===== src/rtl/vga_timing_gen.sv =====
// vga_timing_gen: programmable VGA timing generator with shadowed config; define VGA_TIMING_GEN_FRAME_CNT_EN to add frame_cnt_o
package vga_timing_pkg;
  typedef enum logic {PulseActiveLow, PulseActiveHigh} polarity_e;
  typedef struct packed {
    logic [15:0] active;
    logic [15:0] fp;
    logic [15:0] sync;
    logic [15:0] bp;
    polarity_e   pol;
  } line_t;
endpackage

module vga_timing_gen
  import vga_timing_pkg::*;
#(
  parameter int    H_WIDTH    = 12,
  parameter int    V_WIDTH    = 11,
  parameter int    PIPE_DELAY = 0,
  parameter line_t DEF_H_LINE = '{16'd640, 16'd16, 16'd96, 16'd48, PulseActiveLow},
  parameter line_t DEF_V_LINE = '{16'd480, 16'd10, 16'd2, 16'd33, PulseActiveLow}
) (
  input  logic               clk_i,
  input  logic               rst_ni,
  input  logic               enable_i,
  input  line_t              h_line_i,
  input  line_t              v_line_i,
  input  logic               cfg_valid_i,
  output logic               cfg_ready_o,
  output logic               hde_o,
  output logic               vde_o,
  output logic               de_o,
  output logic               hsyn_o,
  output logic               vsyn_o,
  output logic               eol_o,
  output logic               eof_o,
  output logic               sof_o,
  output logic [H_WIDTH-1:0] x_o,
  output logic [V_WIDTH-1:0] y_o
`ifdef VGA_TIMING_GEN_FRAME_CNT_EN
  ,
  output logic [15:0]        frame_cnt_o
`endif
);
  typedef struct packed {
    logic hde, vde, de, hsyn, vsyn, eol, eof, sof;
    logic [H_WIDTH-1:0] x;
    logic [V_WIDTH-1:0] y;
`ifdef VGA_TIMING_GEN_FRAME_CNT_EN
    logic [15:0] fcnt;
`endif
  } out_t;

  function automatic logic [31:0] total(line_t l);
    return 32'(l.active) + 32'(l.fp) + 32'(l.sync) + 32'(l.bp);
  endfunction

  function automatic logic fits(line_t l, int w);
    return l.active != '0 && l.sync != '0 && total(l) <= (32'd1 << w);
  endfunction

  function automatic logic syn_level(logic [31:0] c, line_t l);
    logic [31:0] s;
    s = 32'(l.active) + 32'(l.fp);
    return (c >= s && c < s + 32'(l.sync)) ^ (l.pol == PulseActiveLow);
  endfunction

  function automatic out_t idle();
    out_t o;
    o = '0;
    o.hsyn = DEF_H_LINE.pol == PulseActiveLow;
    o.vsyn = DEF_V_LINE.pol == PulseActiveLow;
    return o;
  endfunction

  line_t sh_h, sh_v, pend_h, pend_v;
  logic [H_WIDTH-1:0] hc;
  logic [V_WIDTH-1:0] vc;
  logic [31:0] hcw, vcw;
  logic h_end, v_end, wrap, pend_ok;
  out_t nxt;
  out_t pipe [0:PIPE_DELAY];

  assign hcw     = 32'(hc);
  assign vcw     = 32'(vc);
  assign h_end   = hcw == total(sh_h) - 32'd1;
  assign v_end   = vcw == total(sh_v) - 32'd1;
  assign wrap    = enable_i && h_end && v_end;
  assign pend_ok = fits(pend_h, H_WIDTH) && fits(pend_v, V_WIDTH);

  // Pixel and line counters; wrap exactly at the programmed totals
  always_ff @(posedge clk_i or negedge rst_ni)
    if (!rst_ni) begin
      hc <= '0;
      vc <= '0;
    end else if (enable_i) begin
      hc <= h_end ? '0 : hc + 1'b1;
      vc <= !h_end ? vc : v_end ? '0 : vc + 1'b1;
    end

  // One-deep pending slot, committed to the shadow only on the frame wrap; bad configs are dropped there
  always_ff @(posedge clk_i or negedge rst_ni)
    if (!rst_ni) begin
      sh_h        <= DEF_H_LINE;
      sh_v        <= DEF_V_LINE;
      pend_h      <= '0;
      pend_v      <= '0;
      cfg_ready_o <= 1'b1;
    end else if (wrap && !cfg_ready_o) begin
      cfg_ready_o <= 1'b1;
      if (pend_ok) begin
        sh_h <= pend_h;
        sh_v <= pend_v;
      end
    end else if (cfg_valid_i && cfg_ready_o) begin
      pend_h      <= h_line_i;
      pend_v      <= v_line_i;
      cfg_ready_o <= 1'b0;
    end

`ifdef VGA_TIMING_GEN_FRAME_CNT_EN
  logic [15:0] fc;

  // Frame counter steps on the wrap so the value travels with the following sof
  always_ff @(posedge clk_i or negedge rst_ni)
    if (!rst_ni) fc <= '0;
    else if (wrap) fc <= fc + 1'b1;
`endif

  // Decode the current counter position into the output word
  always_comb begin
    nxt      = '0;
    nxt.hde  = hcw < 32'(sh_h.active);
    nxt.vde  = vcw < 32'(sh_v.active);
    nxt.de   = nxt.hde && nxt.vde;
    nxt.hsyn = syn_level(hcw, sh_h);
    nxt.vsyn = syn_level(vcw, sh_v);
    nxt.eol  = h_end;
    nxt.eof  = h_end && v_end;
    nxt.sof  = hc == '0 && vc == '0;
    nxt.x    = hc;
    nxt.y    = vc;
`ifdef VGA_TIMING_GEN_FRAME_CNT_EN
    nxt.fcnt = fc;
`endif
  end

  // Stage 0 registers the decode; later stages are a plain delay line, all gated by enable
  always_ff @(posedge clk_i or negedge rst_ni)
    if (!rst_ni) begin
      for (int i = 0; i <= PIPE_DELAY; i++) pipe[i] <= idle();
    end else if (enable_i) begin
      pipe[0] <= nxt;
      for (int i = 1; i <= PIPE_DELAY; i++) pipe[i] <= pipe[i-1];
    end

  assign hde_o  = pipe[PIPE_DELAY].hde;
  assign vde_o  = pipe[PIPE_DELAY].vde;
  assign de_o   = pipe[PIPE_DELAY].de;
  assign hsyn_o = pipe[PIPE_DELAY].hsyn;
  assign vsyn_o = pipe[PIPE_DELAY].vsyn;
  assign eol_o  = pipe[PIPE_DELAY].eol;
  assign eof_o  = pipe[PIPE_DELAY].eof;
  assign sof_o  = pipe[PIPE_DELAY].sof;
  assign x_o    = pipe[PIPE_DELAY].x;
  assign y_o    = pipe[PIPE_DELAY].y;
`ifdef VGA_TIMING_GEN_FRAME_CNT_EN
  assign frame_cnt_o = pipe[PIPE_DELAY].fcnt;
`endif
endmodule

===== config.mk =====
export PLATFORM = sky130hd
export DESIGN_NAME = vga_timing_gen
export DESIGN_NICKNAME = d
export VERILOG_FILES = /design/src/rtl/vga_timing_gen.sv
export SDC_FILE = /design/constraint.sdc
export NUM_CORES = 1
export LEC_CHECK = 0
export ABC_AREA = 1
export BUFFER_PORTS_ARGS = -buffer_cell sky130_fd_sc_hd__buf_2
export CORE_MARGIN = 1
export CORE_UTILIZATION = 45
export CTS_CLUSTER_SIZE = 30
export DETAILED_ROUTE_END_ITERATION = 7
export GPL_ROUTABILITY_DRIVEN = 0
export PLACE_DENSITY = 0.74
export SYNTH_ARGS = -nofsm -noshare
export SYNTH_HDL_FRONTEND = slang
export SYNTH_SLANG_ARGS = --single-unit

===== constraint.sdc =====
create_clock -name clk_i -period 13.3 [get_ports clk_i]
set_input_delay 0 -clock clk_i [delete_from_list [all_inputs] [get_ports clk_i]]
set_output_delay 0 -clock clk_i [all_outputs]
set_load 0.1 [all_outputs]

======== Word level (Yosys, flattened, before mapping) ========
Index checks and enable logic that the tools add are counted.
W data, S select, Z words.
storage, ports and cells
  latch bits .............................. 0
  memories kept ........................... 0
  bits in writable memories ............... 0
  logic and storage cells ................. 93
  memory bits (read-only) ................. 0
  bits in registers ....................... 315
operators by class
  multipliers ............................. 0
  divide/modulo/power cells ............... 0
  bitwise logic cells ..................... 5
  shift operators ......................... 0
  reductions and logical operators ........ 25
  add/sub/neg operators ................... 16
  $lt $le $gt $ge ......................... 8
  equality and inequality tests ........... 2
  multiplexer cells ....................... 4
operators by type and width
  kind                     count
  $add A17 B16 Y18         4
  $add A16 B16 Y17         4
  $add A32 B16 Y32         2
  $reduce_bool A16 Y1      4
  $sub A32 B1 Y32 const B  2
  $add A18 B16 Y19         2
  $eq A11 B32 Y1           1
  $eq A12 B32 Y1           1
  $le A19 B12 Y1 const B   1
  $le A19 B13 Y1 const B   1
  $lt A11 B18 Y1           1
  $lt A12 B18 Y1           1
  $ge A11 B17 Y1           1
  $ge A12 B17 Y1           1
  $lt A11 B16 Y1           1
  $lt A12 B16 Y1           1
  $logic_and A1 B1 Y1      14
  $add A12 B1 Y12 const B  1
  $logic_not A12 Y1        1
  $mux W12                 1
  $add A11 B1 Y11 const B  1
  $logic_not A11 Y1        1
  $mux W11                 1
  $reduce_and A2 Y1        3
  other kinds (5)          9

======== Longest topological paths before layout ========
Gate-level depths: netlist of the first run.
  depth in word-level cells ............... 10
  depth in mapped cells ................... 45

======== Worst setup path before layout of the first run ========
OpenSTA, ideal clock, no wires.
  kind .................................... register to register
  start point ............................. reg sh_h[37] (netlist bit)
  end point ............................... reg sh_v[61] (netlist bit)
  arrival time ............................ 5238 ps
  path buffers ............................ 2
  clock period less this slack ............ 5355 ps
  library setup time ...................... 117 ps
  stages on the path, launching flop included .. 36
  required time ........................... 13183 ps
  slack ................................... 7945 ps
  cell sequence ........................... dfstp_2 ha_1 a21oi_1 a21boi_0 o21ai_0 nand2_1 nand2_1 nand2_1 nand2_1 xor2_1 ha_1 inv_1 nor3_1 nand3_1 nand4_1 a21boi_0 o21bai_1 a21oi_1 xor2_1 inv_1 ha_1 nand2_1 nor2_1 nand2_1 nor3b_1 nor2_1 nand3_1 nand3_1 nor2_2 nand3_4 nor3_4 nand2_1 buf_4 buf_2 nand2_1 nand2_1
on the way
  longest elaborated chain between the ends .. 9
ends and longest elaborated chain
  what                                line  source
  start, declared                     75    line_t sh_h, sh_v, pend_h, pend_v;
  start signal, assigned              111   sh_h <= pend_h;
  $add A16 B16 Y17                    54    return 32'(l.active) + 32'(l.fp) + 32'(l.sync) + 32'(l.bp);
  $add A17 B16 Y18                    54
  $add A32 B16 Y32                    54
  $sub A32 B1 Y32                     85    assign h_end = hcw == total(sh_h) - 32'd1;
  $eq A12 B32 Y1                      85
  $logic_and A1 B1 Y1 (2 in series)   87    assign wrap = enable_i && h_end && v_end;
  $logic_and A1 B1 Y1                 108   end else if (wrap && !cfg_ready_o) begin
  $reduce_and A2 Y1 (no source line)  n/a
  end signal, assigned                112   sh_v <= pend_v;
  end, declared                       75
No other way between the ends.
A chain may end at the register's enable or synchronous reset.

======== Worst setup path after layout of the first run ========
  start point ............................. reg sh_h[51] (netlist bit)
  end point ............................... reg sh_h[40] (netlist bit)
on the way
  longest elaborated chain between the ends .. 9
ends and longest elaborated chain
  what                                line
  $add A16 B16 Y17                    54
  $add A17 B16 Y18                    54
  $add A32 B16 Y32                    54
  $sub A32 B1 Y32                     85
  $eq A12 B32 Y1                      85
  $logic_and A1 B1 Y1 (2 in series)   87
  $logic_and A1 B1 Y1                 108
  $reduce_and A2 Y1 (no source line)  n/a
No other way between the ends.

==> metrics.cfg, run 1 <==
[synthesis]
synth-edff-count = 0
synth_seq_cells = 315
postSynthCellCount = 3055
synth.avg_cell_area_sq_um = 7.86
ys_types = 44
synth.cell_area_sq_mm = 0.0240
syn-num-nets = 3488
ys_seq_area_share_pct = 32.9
yosys_warnings = 0
synth-async-reset-ratio_pct = 100
yosysTopAreaCellShare_pct = 30.9
synth_ff_type = dfrtp_1
synth_area_leader_cell = dfrtp_1
yosys-top-cells-area = dfrtp_1, nand2_1, ha_1

[die]
row_count = 84
die_y_um = 233
die_w_um = 233
initial_utilization_pct = 45.6
pin_count = 166
die-area_sq_mm = 0.0543
fp.coreArea_sq_mm = 0.0527

[clock_network]
ctsHoldBuffers = 132
cts_setup_buffers = 0
insertion_delay_ns = 0.57
cts_buffers = 37
cts_max_path_buffers = 3
clkTransAtPathRegs_ns = 0.06
cts-resized-gates = 0
h-tree-depth = 2
cts_tree = yes
cts.sinks = 315
cts_root_buffer = clkbuf_16

[power]
ir_worst_vdd_uv = 100
p_clk_share_pct = 45.2
p_int_mw = 1.78
p_seq_share_pct = 40.7
power.density_mw_per_mm2 = 88.9
p_sw_share_pct = 28.9
p_comb_share_pct = 14.1
p_leak_nw = 15.9
power.switching_uw = 724

[layout]
syn_to_final_growth_pct = 17.3
final_net_count = 3765
drive_gt1_share_pct = 12.2
utilization_pct = 53.5
stdcell_count = 4050
multiInputGateArea_sq_mm = 0.0143
fillers = 4746
ff_latch_area_sq_mm = 0.00791

[placement]
dp_hpwl_mm = 48.3
post-place-cells = 3849
io_buffers = 165
pre_cts_slack_ns = 5.64

[worst_setup_path]
critPathMaxStageDelay_ns = 0.69
cp.arrival_ns = 8.17
crit_path_start_kind = register
critical_path.reg2reg.startpoint = sh_h[51]$_DFFE_PN0P_
reg2reg_depth = 36
reg2reg_slack_ns = 5.57
critPathKind = reg2reg
endpoint = sh_h[40]$_DFFE_PN0P_
slowest_stage = buf_4
timing.rr.end = sh_h[40]$_DFFE_PN0P_
critPathMaxFanout = 83
required_ns = 13.74
path_common_cell = nand2_1
setup.worst_path.start = sh_h[51]$_DFFE_PN0P_
crit_path_end_kind = register

[grt]
grt_antenna_before_repair = 0
grt_first_pass_wirelength_mm = 107
grt_start_max_net_pins = 113
grt_pass1_vias = 20600
grt_usage_pct = 24.8
overflow = 0

[timing]
slew_headroom_pct = 24.5
holdWs_ns = 0.132
fin_crit_sh_pct = 58.1
fmax_mhz = 129
final_max_slew_viol_count = 0
hold_viol = 0
fin_skew_ns = 0.0151
rsz0062_at_grt = false
setup_slack_ns = 5.57
finalSetupViolations = 0
finalCriticalPeriod_ns = 7.73
fin_tns_setup_ns = 0
tightestPinTransition_ns = 1.13

[detailed_routing]
antenna_left = 0
vias = 21400
topRoutingLayerUsed = met4
wl_met3_mm = 4.53
routedLengthMet1_mm = 29.8
drtPass1Iterations = 6
routedWlPerCell_um = 16.3
drtIter0Drc = 1557
dr_wl_met2_mm = 29.4
routed_wl_mm = 66.1
drc_errors = 0
drt-vias-per-instance = 5.28

[run_status]
status = finished, final reports clean

[worst_hold_path]
holdCritPathClass = in2async

[run]
drv_cap = 0

-- worst min path at each step --
stage            startpoint                endpoint  depth (start not counted)
3_5_place_dp         rst_ni       vc[2]$_DFFE_PN0P_                          1
3_3_place_gp         rst_ni       vc[2]$_DFFE_PN0P_                          1
2_1_floorplan        rst_ni        de_o$_DFFE_PN0P_                          0
4_1_cts              rst_ni       vc[8]$_DFFE_PN0P_                          2
5_1_grt        h_line_i[64]  pend_h[64]$_DFFE_PN0P_                          3
6_report             rst_ni      y_o[0]$_DFFE_PN0P_                          2
-- critical path: cells and delay by family, from the launching register on --
family	cells	cell delay, ns
simple gates	21	2.99
flops	1	0.41
compound gates	6	1.12
fa+ha+maj	3	1.09
xor+xnor	2	0.49
buf+inv	4	1.39
-- placed cells by master, fill, tap and decap left out, types with 38 or more instances in the layout --
cell type and n:
o21ai_0 78, fa_1 70, xor2_1 64, dfrtp_1 296, nand3_1 278, ha_1 229, buf_2 164, inv_1 404
nand2_1 904, xnor2_1 39, nor2_1 152, a21oi_1 126, dlygate4sd3_1 132, mux2_2 130, clkbuf_16 38, nand4_1 57
-- state kept, by name, summed over array words and instances (netlist names), 11 cells and up --
name    flops
pend_h     65
hc         12
pend_v     65
y_o        11
sh_h       65
sh_v       65
vc         11
x_o        12
-- through the flow --
step           total power, mW  cell area (sq um)
6_report                  2.50              28200
4_1_cts                   2.51              28200
2_1_floorplan             1.25              24000
5_1_grt                   2.60              28200
3_3_place_gp              1.35              25500
3_5_place_dp              1.36              25500
-- Yosys cell counts (4+ instances only) --
master,number
nor4_1,23
buf_2,31
clkbuf_1,31
dfrtp_1,296
a21o_1,4
nand3b_1,17
or2_2,7
nand2_1,906
o211ai_1,4
o31ai_1,5
o21ai_0,78
mux2_2,130
nor2_1,153
nand4_1,57
and2_1,6
nor3_1,34
dfstp_2,19
fa_1,70
xor2_1,64
nand3_1,278
o21bai_1,11
a21oi_1,126
inv_2,4
inv_1,404
buf_1,5
ha_1,229
xnor2_1,39
a21boi_0,4
-- kinds of logic (layout without fill, tap and decap cells) --
| family | count (synthesis) | after routing | share of synthesized area (%) |
|---|---|---|---|
| xor+xnor | 103 | 103 | 3.76 |
| buf+inv | 477 | 783 | 7.64 |
| mux | 130 | 130 | 6.10 |
| other cells | 0 | 1 | 0 |
| flops | 315 | 315 | 32.9 |
| fa+ha+maj | 299 | 299 | 17.8 |
| compound gates | 241 | 241 | 5.44 |
| simple gates | 1490 | 1490 | 26.4 |
-- power groups by stage --
stage                     combinational [mW]  clock [mW]  sequential [mW]
after floorplan                        0.133           0             1.12
final                                  0.353        1.13             1.02
after detailed placement               0.320           0             1.04
after CTS                              0.350        1.14             1.02
after global routing                   0.385        1.19             1.02
after global placement                 0.314           0             1.04
-- cell type report --
class                      instances  share of cell area, %
multi-input combinational       2263                   50.7
sequential                       315                   28.1
timing repair buffer             306                   7.90
inverter                         409                   5.45
clock buffer                      47                   3.71
tap                              688                   3.06
clock inverter                    21                   1.08
antenna                            1                0.00888
-- metal layers --
metal	global-route usage, %	vias up
li1	-	10500
met1	34.1	10000
met2	38.8	700
met3	4.60	152
met4	9.42	0
met5	0	-
No activity file was read; power rests on OpenSTA's default activity.
==> run 2, diff against run 1 <==
==> constraint.sdc (replaced) <==
create_clock -name clk_i -period 8.1 [get_ports clk_i]
set_input_delay 0 -clock clk_i [delete_from_list [all_inputs] [get_ports clk_i]]
set_output_delay 0 -clock clk_i [all_outputs]
set_load 0.1 [all_outputs]
==> run 2 against run 1 <==
Net effect:
- hold slack got worse by 0.032 ns
- largest power group unchanged
- critical path type unchanged
- design area fell by 0.43%
- flip-flop and latch count did not move
==> metrics.cfg, run 2 (same netlist as run 1, synthesis figures left out) <==
[die]
pin_count = 166  ; unchanged
row_count = 84  ; unchanged
die-area_sq_mm = 0.0543  ; unchanged
initial_utilization_pct = 45.6  ; unchanged
die_w_um = 233  ; unchanged
fp.coreArea_sq_mm = 0.0527  ; unchanged
die_y_um = 233  ; unchanged

[worst_setup_path]
required_ns = 8.56  ; -5.18 ns
cp.depth = 35  ; -2.8%
critPathMaxFanout = 55  ; -34%
reg2reg_slack_ns = 1.38  ; -4.19 ns
setup.worst_path.start = sh_h[37]$_DFFE_PN1P_
cp.arrival_ns = 7.17  ; -1.00 ns
reg2reg_depth = 35  ; -2.8%
path_buf_inv = 5  ; +1
crit_path_start_kind = register
critical_path.reg2reg.startpoint = sh_h[37]$_DFFE_PN1P_
critPathKind = reg2reg
critPathMaxStageDelay_ns = 0.54  ; -0.15 ns
endpoint = sh_h[59]$_DFFE_PN0P_
crit_path_end_kind = register
path_delay_family = simple AND/OR/NAND/NOR gates
slowest_stage = dfstp_2
timing.rr.end = sh_h[59]$_DFFE_PN0P_
path_common_cell = nand2_1

[run]
drv_cap = 0  ; unchanged

[detailed_routing]
antenna_left = 0  ; unchanged
drtPass1Iterations = 8  ; +2
drc_errors = 0  ; unchanged
routed_wl_mm = 66.6  ; +0.80%
drtIter0Drc = 1479  ; -5.0%
drt-vias-per-instance = 5.31  ; +0.51%
vias = 21500  ; +0.38%
routedWlPerCell_um = 16.5  ; +0.92%

[placement]
io_buffers = 165  ; unchanged
dp_hpwl_mm = 48.9  ; +1.1%

[grt]
grt_antenna_before_repair = 1  ; +1
grt_first_pass_wirelength_mm = 108  ; +0.96%
grt_pass1_vias = 20800  ; +0.76%
overflow = 0  ; unchanged
grt_start_max_net_pins = 132  ; +17%
grt_usage_pct = 25.1  ; +0.23 points

[layout]
drive_gt1_share_pct = 12.0  ; -0.19 points
fillers = 4787  ; +0.86%
final_cell_mix = nand2_1, inv_1, dfrtp_1
antenna_cells = 0  ; -1
ff_latch_area_sq_mm = 0.00791  ; unchanged
multiInputGateArea_sq_mm = 0.0143  ; unchanged
syn_to_final_growth_pct = 16.8
final_net_count = 3764  ; -0.027%
final_common_cell = nand2_1

[timing]
hold_viol = 0  ; unchanged
tightestPinTransition_ns = 0.953  ; -0.179 ns
fin_tns_setup_ns = 0  ; unchanged
rsz0062_at_grt = false
fin_crit_sh_pct = 82.9  ; +25 points
finalCriticalPeriod_ns = 6.72  ; -1.01 ns
fin_skew_ns = 0.0235  ; +0.00831 ns
slew_headroom_pct = 36.4  ; +12 points
fmax_mhz = 149  ; +15%
finalSetupViolations = 0  ; unchanged
final_max_slew_viol_count = 0  ; unchanged

[clock_network]
cts-resized-gates = 0  ; unchanged
cts.sinks = 315  ; unchanged
h-tree-depth = 2  ; unchanged
insertion_delay_ns = 0.58  ; about the same
cts_max_path_buffers = 3  ; unchanged
cts_setup_buffers = 0  ; unchanged
cts_tree = yes
cts_buffers = 36  ; -2.7%
ctsHoldBuffers = 132  ; unchanged
cts_root_buffer = clkbuf_16
clkTransAtPathRegs_ns = 0.06  ; about the same

[power]
ir_worst_vdd_uv = 178  ; +78%
power.density_mw_per_mm2 = 142  ; +60%
p_leak_nw = 15.8  ; -0.33%
power_mw = 3.98  ; +59%

[run_status]
status = finished, final reports clean

[worst_hold_path]
holdCritPathClass = in2async

==> run 2: changes by cell type in the layout (fill, tap and decap cells not counted) <==
cell | before | now
bufinv_16 | 6 | 3
clkbuf_1 | 3 | 6
inv_6 | 5 | 2
clkinv_2 | 6 | 8
clkinvlp_4 | 2 | 0
buf_12 | 0 | 1
buf_4 | 9 | 8
clkbuf_16 | 38 | 37
clkinv_8 | 1 | 0
diode_2 | 1 | 0
inv_16 | 1 | 2
==> run 2: stage by stage <==
stage | setup WS, ns | util (%) | cells | area [sq um] | hold slack, ns
after floorplan | 2.75 | - | 3055 | 24000 | -0.296
after global placement | 1.50 | 48.4 | 3849 | 25500 | 0.127
after detailed placement | 1.48 | 48.4 | 3849 | 25500 | 0.134
after CTS | 1.42 | 53.3 | 4045 | 28000 | 0.105
after global routing | 0.777 | 53.3 | 4045 | 28000 | 0.188
final | 1.38 | 53.3 | 4045 | 28000 | 0.0994
==> run 2: cell type report <==
type / count / area share, %
tap: 688 / 3.07
clock inverter: 15 / 0.669
inverter: 409 / 5.47
multi-input combinational: 2263 / 50.9
timing repair buffer: 306 / 7.98
sequential: 315 / 28.2
clock buffer: 49 / 3.68
==> run 2: routing by layer <==
metal	wire (um)	track usage, %	up-vias	part of all wire, %
li1	-	-	10500	-
met3	4440	4.09	153	6.7
met4	2460	9.72	2	3.7
met2	29700	39.1	710	45
met1	30000	34.7	10100	45
met5	17	0	-	0.026
==> run 2: worst min path at each step <==
| stage | end | cells past startpoint |
|---|---|---|
| 5_1_grt | vc[0]$_DFFE_PN0P_ | 2 |
| 2_1_floorplan | de_o$_DFFE_PN0P_ | 0 |
| 4_1_cts | vc[0]$_DFFE_PN0P_ | 2 |
| 3_5_place_dp | vc[4]$_DFFE_PN0P_ | 1 |
| 6_report | sh_v[2]$_DFFE_PN0P_ | 2 |
| 3_3_place_gp | vc[4]$_DFFE_PN0P_ | 1 |
==> run 2: report_power, final <==
part	leakage [nW]	total, mW	internal (mW)	switching [mW]
combinational	11.0	0.581	0.192	0.389
clock	0.608	1.73	1.00	0.726
sequential	4.24	1.67	1.61	0.0624
